`config.mk`:
```
export PLATFORM = sky130hd
export DESIGN_NAME = ps2_host_tx
export DESIGN_NICKNAME = d
export VERILOG_FILES = /design/src/rtl/ps2_host_tx.sv
export SDC_FILE = /design/constraint.sdc
export NUM_CORES = 1
export LEC_CHECK = 0
export ABC_AREA = 1
export BUFFER_PORTS_ARGS = -buffer_cell sky130_fd_sc_hd__buf_2
export CAP_MARGIN = 20
export CORE_MARGIN = 4
export CORE_UTILIZATION = 30
export DETAILED_ROUTE_END_ITERATION = 12
export HOLD_SLACK_MARGIN = 0.12
export PLACE_DENSITY_LB_ADDON = 0.1
export SLEW_MARGIN = 20
export SYNTH_ARGS = -nofsm -noshare
export SYNTH_HDL_FRONTEND = slang
export SYNTH_SLANG_ARGS = --single-unit
```
`constraint.sdc`:
```
create_clock -name clock -period 1.5 [get_ports clock]
set_clock_uncertainty 0.05 [all_clocks]
set_input_delay 0.15 -clock clock [delete_from_list [all_inputs] [get_ports clock]]
set_output_delay 0.15 -clock clock [all_outputs]
set_load 0.005 [all_outputs]
```
`src/rtl/ps2_host_tx.sv`:
```
// ps2_host_tx: sends one command byte from the host to a PS/2 device.
// The sequence is: hold the clock low (inhibit), request-to-send with the
// start bit on data, then shift out 8 data bits LSB first, an odd-parity
// bit and a stop bit on device clock falls, and finally sample the
// device acknowledge.
// The bus is driven only through open-collector pull-low enables.
//
// Optional feature: define PS2TX_TIMEOUT_EN to build in a watchdog. It
// aborts a transfer when the device stops clocking.
//
// Handshake: send_request is accepted only in IDLE when not busy. The
// byte is latched in that cycle. busy stays high from the cycle after
// acceptance through the done/error cycle. done and error are mutually
// exclusive single-cycle pulses.
module ps2_host_tx #(
    parameter logic [15:0] INHIBIT_CYCLES = 16'd5000,
    parameter logic [19:0] TIMEOUT_CYCLES = 20'd300000
) (
    input  logic       clock,
    input  logic       reset_n,
    input  logic       device_clock,
    input  logic       device_data,
    input  logic       send_request,
    input  logic [7:0] send_data,
    output logic       busy,
    output logic       done,
    output logic       error,
    output logic       clock_drive_low,
    output logic       data_drive_low,
    output logic [2:0] state_dbg
);

    typedef enum logic [2:0] {
        S_IDLE      = 3'd0,
        S_INHIBIT   = 3'd1,
        S_RTS       = 3'd2,
        S_XFER      = 3'd3,
        S_ACK       = 3'd4,
        S_WAIT_IDLE = 3'd5
    } state_t;

    state_t      state_q, state_d;
    logic [15:0] cnt_q, cnt_d;
    logic [3:0]  bit_cnt_q, bit_cnt_d;
    logic [9:0]  shift_q, shift_d;
    logic        prev_clk_q, prev_clk_d;
    logic        busy_q, busy_d;
    logic        done_q, done_d;
    logic        error_q, error_d;
    logic        clk_low_q, clk_low_d;
    logic        data_low_q, data_low_d;
    logic        fall;

`ifdef PS2TX_TIMEOUT_EN
    logic [19:0] wd_q, wd_d;
    logic        clock_edge;
    logic        watched;
`else
    // Without the watchdog the timeout parameter has no consumer. This
    // empty generate keeps it referenced so the interface is the same in
    // both builds.
    if (TIMEOUT_CYCLES == 20'd0) begin : g_no_watchdog
    end
`endif

    assign fall = prev_clk_q & ~device_clock;

    // Next-state and next-output computation for the whole transfer sequence
    always_comb begin
        state_d    = state_q;
        cnt_d      = cnt_q;
        bit_cnt_d  = bit_cnt_q;
        shift_d    = shift_q;
        busy_d     = busy_q;
        done_d     = 1'b0;
        error_d    = 1'b0;
        clk_low_d  = clk_low_q;
        data_low_d = data_low_q;
        prev_clk_d = device_clock;

        case (state_q)
            S_IDLE: begin
                // busy may still be high here for one cycle after a timeout abort
                busy_d     = 1'b0;
                clk_low_d  = 1'b0;
                data_low_d = 1'b0;
                if (send_request && !busy_q) begin
                    shift_d   = {1'b1, ~^send_data, send_data};
                    busy_d    = 1'b1;
                    clk_low_d = 1'b1;
                    cnt_d     = 16'd0;
                    state_d   = S_INHIBIT;
                end
            end
            S_INHIBIT: begin
                if (cnt_q == INHIBIT_CYCLES - 16'd1) begin
                    data_low_d = 1'b1;
                    state_d    = S_RTS;
                end else begin
                    cnt_d = cnt_q + 16'd1;
                end
            end
            S_RTS: begin
                clk_low_d = 1'b0;
                bit_cnt_d = 4'd0;
                state_d   = S_XFER;
            end
            S_XFER: begin
                // Falls 1..10 present D0..D7, parity, then the stop bit (released line)
                if (fall && bit_cnt_q <= 4'd9) begin
                    data_low_d = ~shift_q[0];
                    shift_d    = {1'b0, shift_q[9:1]};
                    bit_cnt_d  = bit_cnt_q + 4'd1;
                    if (bit_cnt_q == 4'd9) begin
                        state_d = S_ACK;
                    end
                end
            end
            S_ACK: begin
                if (fall) begin
                    if (!device_data) begin
                        done_d = 1'b1;
                    end else begin
                        error_d = 1'b1;
                    end
                    state_d = S_WAIT_IDLE;
                end
            end
            S_WAIT_IDLE: begin
                if (device_clock && device_data) begin
                    busy_d  = 1'b0;
                    state_d = S_IDLE;
                end
            end
            default: begin
                state_d = S_IDLE;
            end
        endcase

`ifdef PS2TX_TIMEOUT_EN
        clock_edge = prev_clk_q ^ device_clock;
        watched    = (state_q == S_XFER) || (state_q == S_ACK) ||
                     (state_q == S_WAIT_IDLE);
        if (!watched || clock_edge || (state_d != state_q)) begin
            wd_d = 20'd0;
        end else begin
            wd_d = wd_q + 20'd1;
        end
        if (watched && !clock_edge && (wd_q == TIMEOUT_CYCLES - 20'd1)) begin
            state_d    = S_IDLE;
            done_d     = 1'b0;
            error_d    = 1'b1;
            clk_low_d  = 1'b0;
            data_low_d = 1'b0;
            wd_d       = 20'd0;
        end
`endif
    end

    // State and registered outputs; reset releases both bus lines at once
    always_ff @(posedge clock or negedge reset_n) begin
        if (!reset_n) begin
            state_q    <= S_IDLE;
            cnt_q      <= 16'd0;
            bit_cnt_q  <= 4'd0;
            shift_q    <= 10'd0;
            prev_clk_q <= 1'b1;
            busy_q     <= 1'b0;
            done_q     <= 1'b0;
            error_q    <= 1'b0;
            clk_low_q  <= 1'b0;
            data_low_q <= 1'b0;
        end else begin
            state_q    <= state_d;
            cnt_q      <= cnt_d;
            bit_cnt_q  <= bit_cnt_d;
            shift_q    <= shift_d;
            prev_clk_q <= prev_clk_d;
            busy_q     <= busy_d;
            done_q     <= done_d;
            error_q    <= error_d;
            clk_low_q  <= clk_low_d;
            data_low_q <= data_low_d;
        end
    end

`ifdef PS2TX_TIMEOUT_EN
    // Cycles since the last device clock transition while the device owns the clock
    always_ff @(posedge clock or negedge reset_n) begin
        if (!reset_n) begin
            wd_q <= 20'd0;
        end else begin
            wd_q <= wd_d;
        end
    end
`endif

    assign busy            = busy_q;
    assign done            = done_q;
    assign error           = error_q;
    assign clock_drive_low = clk_low_q;
    assign data_drive_low  = data_low_q;
    assign state_dbg       = state_q;

endmodule

```
# Word level (Yosys, flattened, before mapping)
# Cells that the tools add are included.
dict set report op_classes {
  bitwise 3
  n_lt_le_gt_ge 1
  muxes 28
  n_reduce_logical 18
  add_sub_neg 2
  eq_ne 14
}
# op count
set op_table {}
lappend op_table {{2-to-1 mux 16 bit} 2}
lappend op_table {{case mux 16 bit (2 select lines)} 1}
lappend op_table {{2-to-1 mux 10 bit} 2}
lappend op_table {{case mux 10 bit (2 select lines)} 1}
lappend op_table {{2-to-1 mux 3 bit} 6}
lappend op_table {{case mux 3 bit (6 select lines)} 1}
lappend op_table {{adder 16 x 1 -> 16 bit, second input constant} 1}
lappend op_table {{== test 16 x 13 -> 1 bit, second input constant} 1}
lappend op_table {{!= test 2 bit, second input constant} 7}
lappend op_table {{2-to-1 mux 1 bit} 10}
lappend op_table {{nonzero test 2 bit} 5}
lappend op_table {{AND reduction 3 bit} 3}
lappend op_table {{case mux 4 bit (2 select lines)} 1}
lappend op_table {{XNOR reduction 8 bit} 1}
lappend op_table {{== test 3 x 2 -> 1 bit, second input constant} 2}
lappend op_table {{== test 3 bit, second input constant} 2}
lappend op_table {{AND reduction 6 bit} 1}
lappend op_table {{adder 4 x 1 -> 4 bit, second input constant} 1}
lappend op_table {{== test 4 bit, second input constant} 1}
lappend op_table {{less-or-equal comparator 4 bit, second input constant} 1}
lappend op_table {{2-to-1 mux 4 bit} 1}
lappend op_table {{case mux 1 bit (2 select lines)} 2}
lappend op_table {{AND reduction 2 bit} 2}
lappend op_table {{== test 3 x 1 -> 1 bit, second input constant} 1}
lappend op_table {{7 further kinds} 10}
dict set report word_totals {
  register_bits 39
  input_bits 13
  output_inout_bits 8
}

# Depth between registers and ports, before layout
# Gate-level depths: netlist (run 1).
dict set report logic_depth {
  depth_word 5
  depth_mapped 9
  ltp_nobuf 9
}

# Worst setup path after synthesis (run 1)
# OpenSTA, ideal clock, no wires.
dict set report synth_path {
  path_kind {register to register}
  start {register bit_cnt_q[0]}
  end {register shift_q[6]}
  arrival_ns 1.292
  synth_period_minus_slack_ns 1.459
  path_stages_with_launch 9
  setup_time_ns 0.117
  t_required_ns 1.333
  path_buffers 1
  path_slack_ns 0.041
  path_cell_list {dfrtp_1 ha_1 nand2_1 nand3_1 nand3_4 nand2_4 buf_6 nand2_1 o21ai_2}
}
dict set report synth_between {
  elab_chain_cells 4
}
# element line_no
set synth_rtl {}
lappend synth_rtl {{start, declared} 44} ;# logic [3:0] bit_cnt_q, bit_cnt_d;
lappend synth_rtl {{start signal, assigned} 176} ;# bit_cnt_q <= bit_cnt_d;
lappend synth_rtl {{less-or-equal comparator 4 bit} 110} ;# if (fall && bit_cnt_q <= 4'd9) begin
lappend synth_rtl {{logical AND 1 bit} 110}
lappend synth_rtl {{!= test 2 bit (no source line)} -}
lappend synth_rtl {{AND reduction 3 bit (no source line)} -}
lappend synth_rtl {{end signal, assigned} 177} ;# shift_q <= shift_d;
lappend synth_rtl {{end, declared} 45} ;# logic [9:0] shift_q, shift_d;
# Every way passes these cells.
# A chain may end at the register's enable or synchronous reset.

# Worst setup path after layout (run 1)
dict set report layout_path {
  start {register state_q[2] (netlist: state_dbg[2])}
  end {register shift_q[0]}
}
dict set report layout_between {
  elab_chain_cells 3
  word_cells_on_any_way 7
}
# element line_no
set layout_rtl {}
lappend layout_rtl {{start, declared} 42} ;# state_t state_q, state_d;
lappend layout_rtl {{start signal, assigned} 174} ;# state_q <= state_d;
lappend layout_rtl {{== test 3 x 2 -> 1 bit or logical NOT 3 bit (tied branches)} 81} ;# case (state_q)
lappend layout_rtl {{!= test 2 bit (no source line) or nonzero test 2 bit (tied branches)} -}
lappend layout_rtl {{AND reduction 3 bit (no source line)} -}
# Several ways; a longest one is shown, not always the timed one.

==> flow_summary.yaml, run 1 <==
floorplan:
  ioPinCount: 21
  rows: 32
  die_w_um: 98.3
  die_area_um2: 9650
  core-area_um2: 7810
  die_h_um: 98.3
  initial_utilization_pct: 31.3
logic_synthesis:
  synth.net_count: 369
  ys_top_cells_by_count: "nand2_1 (120), inv_1 (41), dfrtp_1 (38)"
  ys_types: 27
  synth_enable_flop_cells: 0
  synth_area_leaders: "dfrtp_1 (39%), nand2_1 (18%), nand3_1 (6.6%)"
  post_synth.cell_area_avg_um2: 6.94
  yosysMostFrequentCell: "nand2_1"
  synth_seq_cells: 39
  async_flop_share_pct: 100
  synth-seq-area-share_pct: 40.0
  netlist_instances: 352
  ys_warn_count: 0
  yosysTopAreaCell: "dfrtp_1"
  netlist_area_um2: 2440
  yosys_most_used_dff: "dfrtp_1"
  synth_top_area_share_pct: 38.9
global_routing:
  antenna_found_initial: 0
  grt_usage_pct: 13.7
  grt_max_degree: 27
  first_global_vias: 2329
  grtUsageMet2_pct: 22.7
  use_met3_pct: 2.21
  grt_first_pass_wirelength_um: 10800
  busiest_layer: "met2"
  grt.overflow.total: 0
  grtUsageMet1_pct: 18.6
timing:
  final_max_slew_viol_count: 0
  max_freq_ghz: 0.667
  slew_headroom_pct: 74.4
  layout_setup_ws_ns: -0.000312
  fin_crit_sh_pct: 100
  setup_violations: 1
  hold_viol_final: 0
  fin_crit_ns: 1.50
  worst_pin_slew_ns: 0.383
  rsz0062_at_grt: "yes"
placed_design:
  dp_hpwl_um: 4710
  post-place-cells: 499
  portBuffers: 20
  gp_congestion: 0.865
routing:
  drt_iter0_drc: 90
  finalWirelength_um: 6590
  wl_per_cell_um: 12.7
  drc: 0
  dr.pass1.iters: 5
  routed_via_density: 4.63
  via_count: 2405
  ant_nets: 0
status:
  status: "complete, but fails checks"
  violations: "setup timing"
cts:
  insertion_delay_ns: 0.30
  clock-root-buffer: "clkbuf_8"
  tritoncts: "built"
  clockBufferDepth: 2
  path_clk_slew_ns: 0.09
  ctsHtreeMaxLevel: 2
  cts_made_buffers: 5
  cts_sinks: 39
power:
  powerDensity_nw_per_um2: 599
  finalPower_mw: 2.00
  p_leak_nw: 1.65
  vdd_ir_drop_max_mv: 0.317
layout:
  drive_gt1_share_pct: 29.5
  diodes: 0
  area_growth_pct: 36.4
  final_nets: 433
  instances_no_fill: 519
hold_path:
  hold_path_class: "in2reg"
critical_path:
  crit_fanout: 8
  worstPathRequired_ns: 1.62
  worst_ep_arrival_time_ns: 1.62
  crit_type: "reg2reg"
  worst_setup_path_end_kind: "flip-flop"
  start_kind: "flip-flop"
run:
  cap_violations: 0
==> final cells by class <==
cell class,instances,area (um^2)
Timing Repair Buffer,60,495
Inverter,44,168
Tap cell,102,128
Sequential cell,39,983
Clock inverter,1,7.51
Fill cell,837,4470
Multi-Input combinational cell,266,1460
Clock buffer,7,96.3
==> layer usage <==
layer | wire [um] | part of all wire, %
met1 | 3240 | 49
met2 | 3130 | 47
met3 | 152 | 2.3
met4 | 74 | 1.1
met5 | 0 | 0
==> layout by cell type, fill, tap and decap left out, types with 2 or more instances in the layout <==
master	Yosys	routed
o21ai_1	13	20
nand4_1	11	11
ha_1	4	3
inv_2	3	7
buf_6	1	4
buf_2	3	20
nand2_2	0	11
nor2_4	2	3
clkbuf_8	0	7
dfrtp_1	38	33
buf_12	0	4
nand2_8	0	2
a21oi_1	3	3
nand3_2	1	4
inv_1	41	36
xor2_1	3	3
nand2_1	120	107
dlygate4sd3_1	0	3
nor2_1	35	28
nor2_2	0	6
dfrtp_2	0	5
o21ai_2	3	4
buf_4	1	27
nor3_2	0	2
nand3_1	32	28
or2_2	2	2
nand2_4	4	5
nand3_4	1	3
o21ai_0	19	10
o21bai_1	4	4
==> what timing repair did <==
| item | CTS | global route |
|---|---|---|
| resized for setup | 3 | 62 |
| endpoints found under the hold margin | 42 | 0 |
| hold buffers | 4 | 0 |
| pin swaps | 0 | 10 |
| gates cloned | 1 | 2 |
| setup endpoints to repair | 6 | 31 |
| buffers inserted | 0 | 5 |
==> worst paths after layout <==
check | slack [ns] | end | from | cells after the start
min in group asynchronous | 0.25 | busy | reset_n | 2
max | -0.0003 | shift_q[0] | state_dbg[2] | 7
min | 0.17 | busy | device_clock | 4
max reg2reg | -0.0003 | shift_q[0] | state_dbg[2] | 7
max in group asynchronous | 0.66 | cnt_q[7] | reset_n | 3
min reg2reg | 0.43 | clock_drive_low | clock_drive_low | 2
==> worst max-delay path, cell delays in order (launching register included) <==
cell	delay (ns)
dfrtp_2	0.47
inv_4	0.10
nand2_4	0.07
nor2_4	0.10
buf_12	0.13
nand3_4	0.18
nand2_4	0.19
a21oi_1	0.08
==> metrics by stage <==
step	setup WS (ns)	util (%)	TNS (ns)	instance area [um^2]	hold slack, ns
3_3_place_gp	0.0116	37.1	0	2900	0.0404
6_report	-0.000312	42.7	-0.000312	3330	0.170
4_1_cts	0.00891	39.3	0	3070	0.174
5_1_grt	-0.0638	42.7	-0.509	3330	0.213
3_5_place_dp	-0.0254	37.1	-0.0264	2900	0.0427
2_1_floorplan	0.0409	-	0	2440	-0.196
==> sequential cells by signal, indices dropped and copies added, names as in the netlist <==
| register | count |
|---|---|
| prev_clk_q | 1 |
| cnt_q | 16 |
| shift_q | 10 |
| error | 1 |
| data_drive_low | 1 |
| state_dbg | 3 |
| bit_cnt_q | 4 |
| clock_drive_low | 1 |
| busy | 1 |
| done | 1 |
==> cell families after synthesis <==
kind of cell	Yosys count	share of synthesized area [%]
and+or+nand+nor	213	38.7
xor gates and xnor gates	3	1.08
DFF	39	40.0
buffers and inverters	49	8.14
adders and majority gates	4	2.05
AOI/OAI and AO/OA	44	10.1
==> power breakdown <==
group / internal [mW] / total [mW] / leakage (nW) / switching, mW
clock network: 0.419 / 0.824 / 0.0505 / 0.405
logic: 0.0445 / 0.118 / 1.16 / 0.0735
registers: 1.05 / 1.05 / 0.448 / 0.000374
total: 1.52 / 2.00 / 1.65 / 0.479
(Power assumes the default switching activity.)
==> run 2: changes to the inputs <==
--- a/config.mk
+++ b/config.mk
@@ -5,7 +5,6 @@
 export SDC_FILE = /design/constraint.sdc
 export NUM_CORES = 1
 export LEC_CHECK = 0
-export ABC_AREA = 1
 export BUFFER_PORTS_ARGS = -buffer_cell sky130_fd_sc_hd__buf_2
 export CAP_MARGIN = 20
 export CORE_MARGIN = 4
==> run 2 against run 1 <==
Against the previous run:
- critical path depth stayed put
- wire length fell by 24%
- sequential share of layout area rose by 2.5 points
- maximum frequency decreased by 9.2%
- hold slack got worse by 0.035 ns
- sequential power up 62%
- the flow still finishes with violations (setup timing)
- combinational power grew to 24 times the previous value
- die area shrank 15%
- non-clock buffer count up 31
- flip-flop and latch count unchanged
- global-route usage fell by 0.63 points
- count of clock-buffer cells in the layout down 1
==> flow_summary.yaml, run 2 <==
status:
  status: "complete, but fails checks"
  violations: "setup timing"
layout:
  area_growth_pct: 49.8
  drive_gt1_share_pct: 46.6
  final_nets: 314
  diodes: 0
  stdcell_area_um2: 3070
  final_common_cell: "buf_4"
  top_regs: "cnt_q (16), shift_q (10), bit_cnt_q (4)"
  regArea_um2: 981
  largest_reg_flops: 16
  largest-register: "cnt_q"
  final_cell_mix: "buf_4 (57), dfrtp_1 (35), nor2_1 (26)"
  fillCellCount: 626
  instances_no_fill: 375
  multi_input_area_um2: 1140
  utilization_pct: 47.3
logic_synthesis:
  synth-seq-area-share_pct: 47.7
  ys_types: 41
  synthXorXnorAreaFrac_pct: 8.55
  post_synth.cell_area_avg_um2: 9.89
  ys_top_cells_by_count: "dfrtp_1 (38), nor2_1 (29), nand2_1 (13), xor2_1 (13), mux2i_1 (12)"
  synth_top_area_share_pct: 46.4
  netlist_instances: 207
  yosys_most_used_dff: "dfrtp_1"
  async_flop_share_pct: 100
  yosysTopAreaCell: "dfrtp_1"
  ys_warn_count: 0
  yosysMostFrequentCell: "dfrtp_1"
  synth_enable_flop_cells: 0
  synthSimpleGateAreaFrac_pct: 21.9
  synth_compound_area_share_pct: 8.92
  synth.net_count: 224
  synth_top_family_by_area: "simple AND/OR/NAND/NOR gates"
  yosys.area_share.adder_pct: 2.44
  synthMuxAreaShare_pct: 6.41
  netlist_area_um2: 2050
  synth_seq_cells: 39
  synth_area_leaders: "dfrtp_1 (46%), mux2i_1 (5.9%), xor2_1 (5.6%)"
routing:
  wl_per_cell_um: 13.4
  routed_via_density: 4.66
  via_count: 1748
  ant_nets: 0
  finalWirelength_um: 5040
  drc: 0
  drt_iter0_drc: 75
  dr.pass1.iters: 4
placed_design:
  gp_congestion: 0.768
  portBuffers: 20
  dp_hpwl_um: 3440
  placed_cell_area_um2: 2650
  post-place-cells: 348
floorplan:
  die_w_um: 90.6
  ioPinCount: 21
  die_area_um2: 8210
  core-area_um2: 6490
  rows: 29
  die_h_um: 90.6
  initial_utilization_pct: 31.5
critical_path:
  cp_cell_sequence: "inv_2 -> ha_2 -> o21bai_1 -> a211oi_2 -> buf_4 -> nor2_2 -> mux2_4"
  crit_slowest_cell: "dfrtp_1"
  setup.worst_path.end: "bit_cnt_q[0]"
  start_kind: "flip-flop"
  rr_startpoint: "bit_cnt_q[1]"
  crit_fanout: 5
  worstPathRequired_ns: 1.63
  reg2reg_slack_ns: -0.15
  worst_ep_arrival_time_ns: 1.79
  crit_path_start: "bit_cnt_q[1]"
  reg2reg_depth: 7
  cpPeakStageDelay_ns: 0.39
  timing.rr.end: "bit_cnt_q[0]"
  worst_setup_path_end_kind: "flip-flop"
  crit_type: "reg2reg"
cts:
  cts_made_buffers: 5
  tritoncts: "built"
  clockBufferDepth: 2
  ctsHtreeMaxLevel: 2
  path_clk_slew_ns: 0.08
  cts_sinks: 39
  clock-root-buffer: "clkbuf_8"
  insertion_delay_ns: 0.29
timing:
  hold_viol_final: 0
  fin_crit_sh_pct: 110
  layout_setup_ws_ns: -0.152
  max_freq_ghz: 0.605
  worst_pin_slew_ns: 0.328
  setup_violations: 30
  rsz0062_at_grt: "yes"
  slew_headroom_pct: 78.0
  final_max_slew_viol_count: 0
  tns_ns: -2.28
  fin_crit_ns: 1.65
  fin_hold_ws_ns: 0.135
power:
  powerDensity_nw_per_um2: 1790
  p_leak_nw: 1.36
  vdd_ir_drop_max_mv: 0.756
global_routing:
  grt_first_pass_wirelength_um: 8720
  antenna_found_initial: 0
  first_global_vias: 1834
  grt_usage_pct: 13.1
  grt_max_degree: 40
  grt.overflow.total: 0
hold_path:
  hold_path_class: "in2reg"
run:
  cap_violations: 0
[run 2: cell types whose count changed after synthesis, sizes merged, moves of 5 or more]
cell / before / now
xor2: 3 / 13
o21ai: 35 / 7
nor2: 37 / 31
xnor2: 0 / 7
a21oi: 3 / 8
nand3: 34 / 10
mux2i: 0 / 12
inv: 44 / 8
nand2: 124 / 14
[run 2: final cells by class]
type | count | share of cell area [%]
clock inverter | 2 | 1.14
clock buffer | 6 | 2.69
sequential | 39 | 32.0
timing repair buffer | 91 | 22.8
multi-input combinational | 152 | 37.3
tap | 77 | 3.14
inverter | 8 | 0.978
[run 2: stage by stage]
stage                     power (mW)  setup WS, ns
final                           5.48        -0.152
after global routing            5.90        -0.221
after CTS                       5.28        -0.147
after detailed placement        4.08        -0.177
after global placement          4.07        -0.171
after floorplan                 3.10        -0.186
[run 2: critical path, delay by kind of cell (launching register included)]
| kind | cells | cell delay, ns |
|---|---|---|
| DFF | 1 | 0.39 |
| muxes | 1 | 0.26 |
| buffers and inverters | 2 | 0.26 |
| AOI/OAI and AO/OA | 2 | 0.36 |
| adders and majority gates | 1 | 0.16 |
| and+or+nand+nor | 1 | 0.05 |
[run 2: kinds of logic (layout without fill, tap and decap cells)]
family / after synthesis / count (layout)
AO/OA/AOI/OAI: 28 / 28
buffers and inverters: 16 / 107
XOR/XNOR: 20 / 20
adder cells (fa/ha/maj): 4 / 4
AND/OR/NAND/NOR: 87 / 87
multiplexers: 13 / 13
flip-flops: 39 / 39
[run 2: where the power goes]
group	switching (mW)	total [mW]	leakage [nW]	internal, mW
logic	1.31	2.85	0.864	1.54
registers	0.261	1.70	0.439	1.44
clock network	0.390	0.928	0.0612	0.539
[run 2: how the worst min path moves through the flow]
stage	startpoint	to	slack (ns)	cells past startpoint
global placement	reset_n	cnt_q[11]	0.09	2
finish	send_data[6]	shift_q[6]	0.14	3
detailed placement	reset_n	cnt_q[11]	0.09	2
global route	send_data[1]	shift_q[1]	0.14	3
floorplan	reset_n	bit_cnt_q[0]	-0.20	0
CTS	send_data[1]	shift_q[1]	0.12	3
[run 2: layer usage]
metal | routed length (um) | vias up | GRT usage (%) | share of wire [%]
met5 | 0 | - | 0 | 0
met4 | 63 | 0 | 4.97 | 1.3
met3 | 138 | 5 | 2.58 | 2.7
met2 | 2230 | 21 | 20.0 | 44
met1 | 2600 | 829 | 18.2 | 52
li1 | - | 893 | - | -
[run 2: timing repair]
| item | CTS | global route |
|---|---|---|
| endpoints found under the setup margin | 32 | 33 |
| hold buffers | 3 | 0 |
| buffers inserted | 9 | 6 |
| gates resized for setup | 21 | 18 |
| cloned | 1 | 0 |
| endpoints found under the hold margin | 42 | 0 |
| pin swaps | 10 | 9 |
==> run 3: changes to the inputs <==
==> constraint.sdc (replaced) <==
create_clock -name clock -period 1.5 [get_ports clock]
set_clock_uncertainty 0.05 [all_clocks]
set_input_delay 0.3 -clock clock [delete_from_list [all_inputs] [get_ports clock]]
set_output_delay 0.3 -clock clock [all_outputs]
set_load 0.005 [all_outputs]
==> run 3 against run 2 <==
Against the previous run:
- the flow still finishes with violations (setup timing)
- sequential share of layout area is 0.38 points lower
- total power grew 0.58%
- combinational power rose by 1%
- final cell count decreased by 1.1%
- critical path depth is 1 higher
- clock power down 1%
- hold slack better by 0.012 ns
- count of clock-buffer cells in the layout is the same
- highest routed layer unchanged
==> flow_summary.yaml, run 3 (synthesized netlist as in run 2, its figures left out) <==
layout:
  area_growth_pct: 51.3
  drive_gt1_share_pct: 45.6
  final_nets: 310
  final_common_cell: "buf_4"
  top_regs: "cnt_q (16), shift_q (10), bit_cnt_q (4)"
  largest-register: "cnt_q"
  final_cell_mix: "buf_4 (50), dfrtp_1 (37), nor2_1 (27)"
  fillCellCount: 609
  utilization_pct: 47.7
  diodes: 0
  stdcell_area_um2: 3100
  largest_reg_flops: 16
critical_path:
  worst_ep_arrival_time_ns: 1.81
  crit_fanout: 5
  worstPathRequired_ns: 1.63
  worst_setup_path_end_kind: "flip-flop"
  start_kind: "flip-flop"
  crit_type: "reg2reg"
timing:
  tns_ns: -3.17
  max_freq_ghz: 0.594
  worst_pin_slew_ns: 0.338
  fin_crit_ns: 1.68
  layout_setup_ws_ns: -0.183
  hold_viol_final: 0
  final_max_slew_viol_count: 0
  fin_crit_sh_pct: 112
  rsz0062_at_grt: "yes"
  slew_headroom_pct: 77.3
  setup_violations: 31
placed_design:
  dp_hpwl_um: 3460
  gp_congestion: 0.799
  portBuffers: 20
  placed_cell_area_um2: 2630
  dp_slack_ns: -0.183
power:
  vdd_ir_drop_max_mv: 0.686
  powerDensity_nw_per_um2: 1780
  p_leak_nw: 1.38
  finalPower_mw: 5.51
cts:
  cts_sinks: 39
  tritoncts: "built"
  ctsHtreeMaxLevel: 2
  clock-root-buffer: "clkbuf_8"
  clockBufferDepth: 2
  path_clk_slew_ns: 0.08
  insertion_delay_ns: 0.29
  cts_made_buffers: 5
run:
  cap_violations: 0
floorplan:
  core-area_um2: 6490
  rows: 29
  die_w_um: 90.6
  initial_utilization_pct: 31.5
  ioPinCount: 21
  die_h_um: 90.6
  die_area_um2: 8210
routing:
  drt_iter0_drc: 34
  wl_per_cell_um: 13.6
  ant_nets: 0
  drc: 0
  via_count: 1745
  dr.pass1.iters: 4
  routed_via_density: 4.70
  finalWirelength_um: 5060
global_routing:
  grt.overflow.total: 0
  grt_first_pass_wirelength_um: 8670
  grt_usage_pct: 12.9
  first_global_vias: 1814
  antenna_found_initial: 0
  grt_max_degree: 28
status:
  status: "complete, but fails checks"
  violations: "setup timing"
hold_path:
  hold_path_class: "in2reg"
run 3: cell types whose count changed in the layout (fill, tap and decap cells not counted), moves of 2 or more:
cell	before	now
dlygate4sd3_1	3	1
nand2_2	3	1
buf_6	9	12
dfrtp_2	3	1
dfrtp_1	35	37
buf_4	57	50
nand2_1	10	12
run 3: area by class of cell:
cell class | instances | area (um^2) | share of cell area (%)
Timing Repair Buffer | 87 | 718 | 23.2
Tap cell | 77 | 96.3 | 3.11
Clock inverter | 2 | 35.0 | 1.13
Inverter | 8 | 30.0 | 0.969
Sequential cell | 39 | 978 | 31.6
Clock buffer | 6 | 82.6 | 2.67
Multi-Input combinational cell | 152 | 1160 | 37.4
run 3: through the flow:
step | hold WS (ns) | cells
after floorplan | -0.0456 | 207
after global placement | 0.180 | 345
after detailed placement | 0.179 | 345
after CTS | 0.133 | 364
after global routing | 0.145 | 371
final | 0.147 | 371
run 3: report_power, final:
group,switching (mW),internal [mW]
sequential,0.267,1.44
clock,0.380,0.539
combinational,1.32,1.57
total,1.97,3.55
run 3: what timing repair did:
item                                    CTS  global route
hold endpoints to repair                 11             0
setup buffers                             9             8
gates resized for setup                  27            15
hold buffers                              1             0
pin swaps                                15            16
endpoints found under the setup margin   30            34
gates cloned                              1             0
run 3: path summary, 6_finish.rpt:
kind	depth (start not counted)	from	slack, ns	end
worst max-delay path	8	bit_cnt_q[0]	-0.18	shift_q[7]
worst min-delay path	2	device_data	0.15	done
worst max register to register	8	bit_cnt_q[0]	-0.18	shift_q[7]
min in group asynchronous	2	reset_n	0.39	cnt_q[13]
max in group asynchronous	3	reset_n	0.54	bit_cnt_q[1]
worst min register to register	2	shift_q[4]	0.47	shift_q[4]
run 3: critical path, cell delays in order, from the launching register on:
cell      delay (ns)
dfrtp_1         0.40
inv_1           0.06
ha_1            0.13
o21bai_1        0.09
a211oi_2        0.32
nand2b_4        0.25
buf_12          0.12
buf_16          0.10
a21oi_1         0.06
run 3: layer usage:
metal / share of wire [%] / GRT usage [%] / wire length (um) / up-vias
li1: - / - / - / 889
met1: 49 / 17.5 / 2470 / 834
met2: 48 / 20.4 / 2430 / 20
met3: 2.5 / 3.25 / 128 / 2
met4: 0.67 / 3.44 / 34 / 0
met5: 0 / 0 / 0 / -
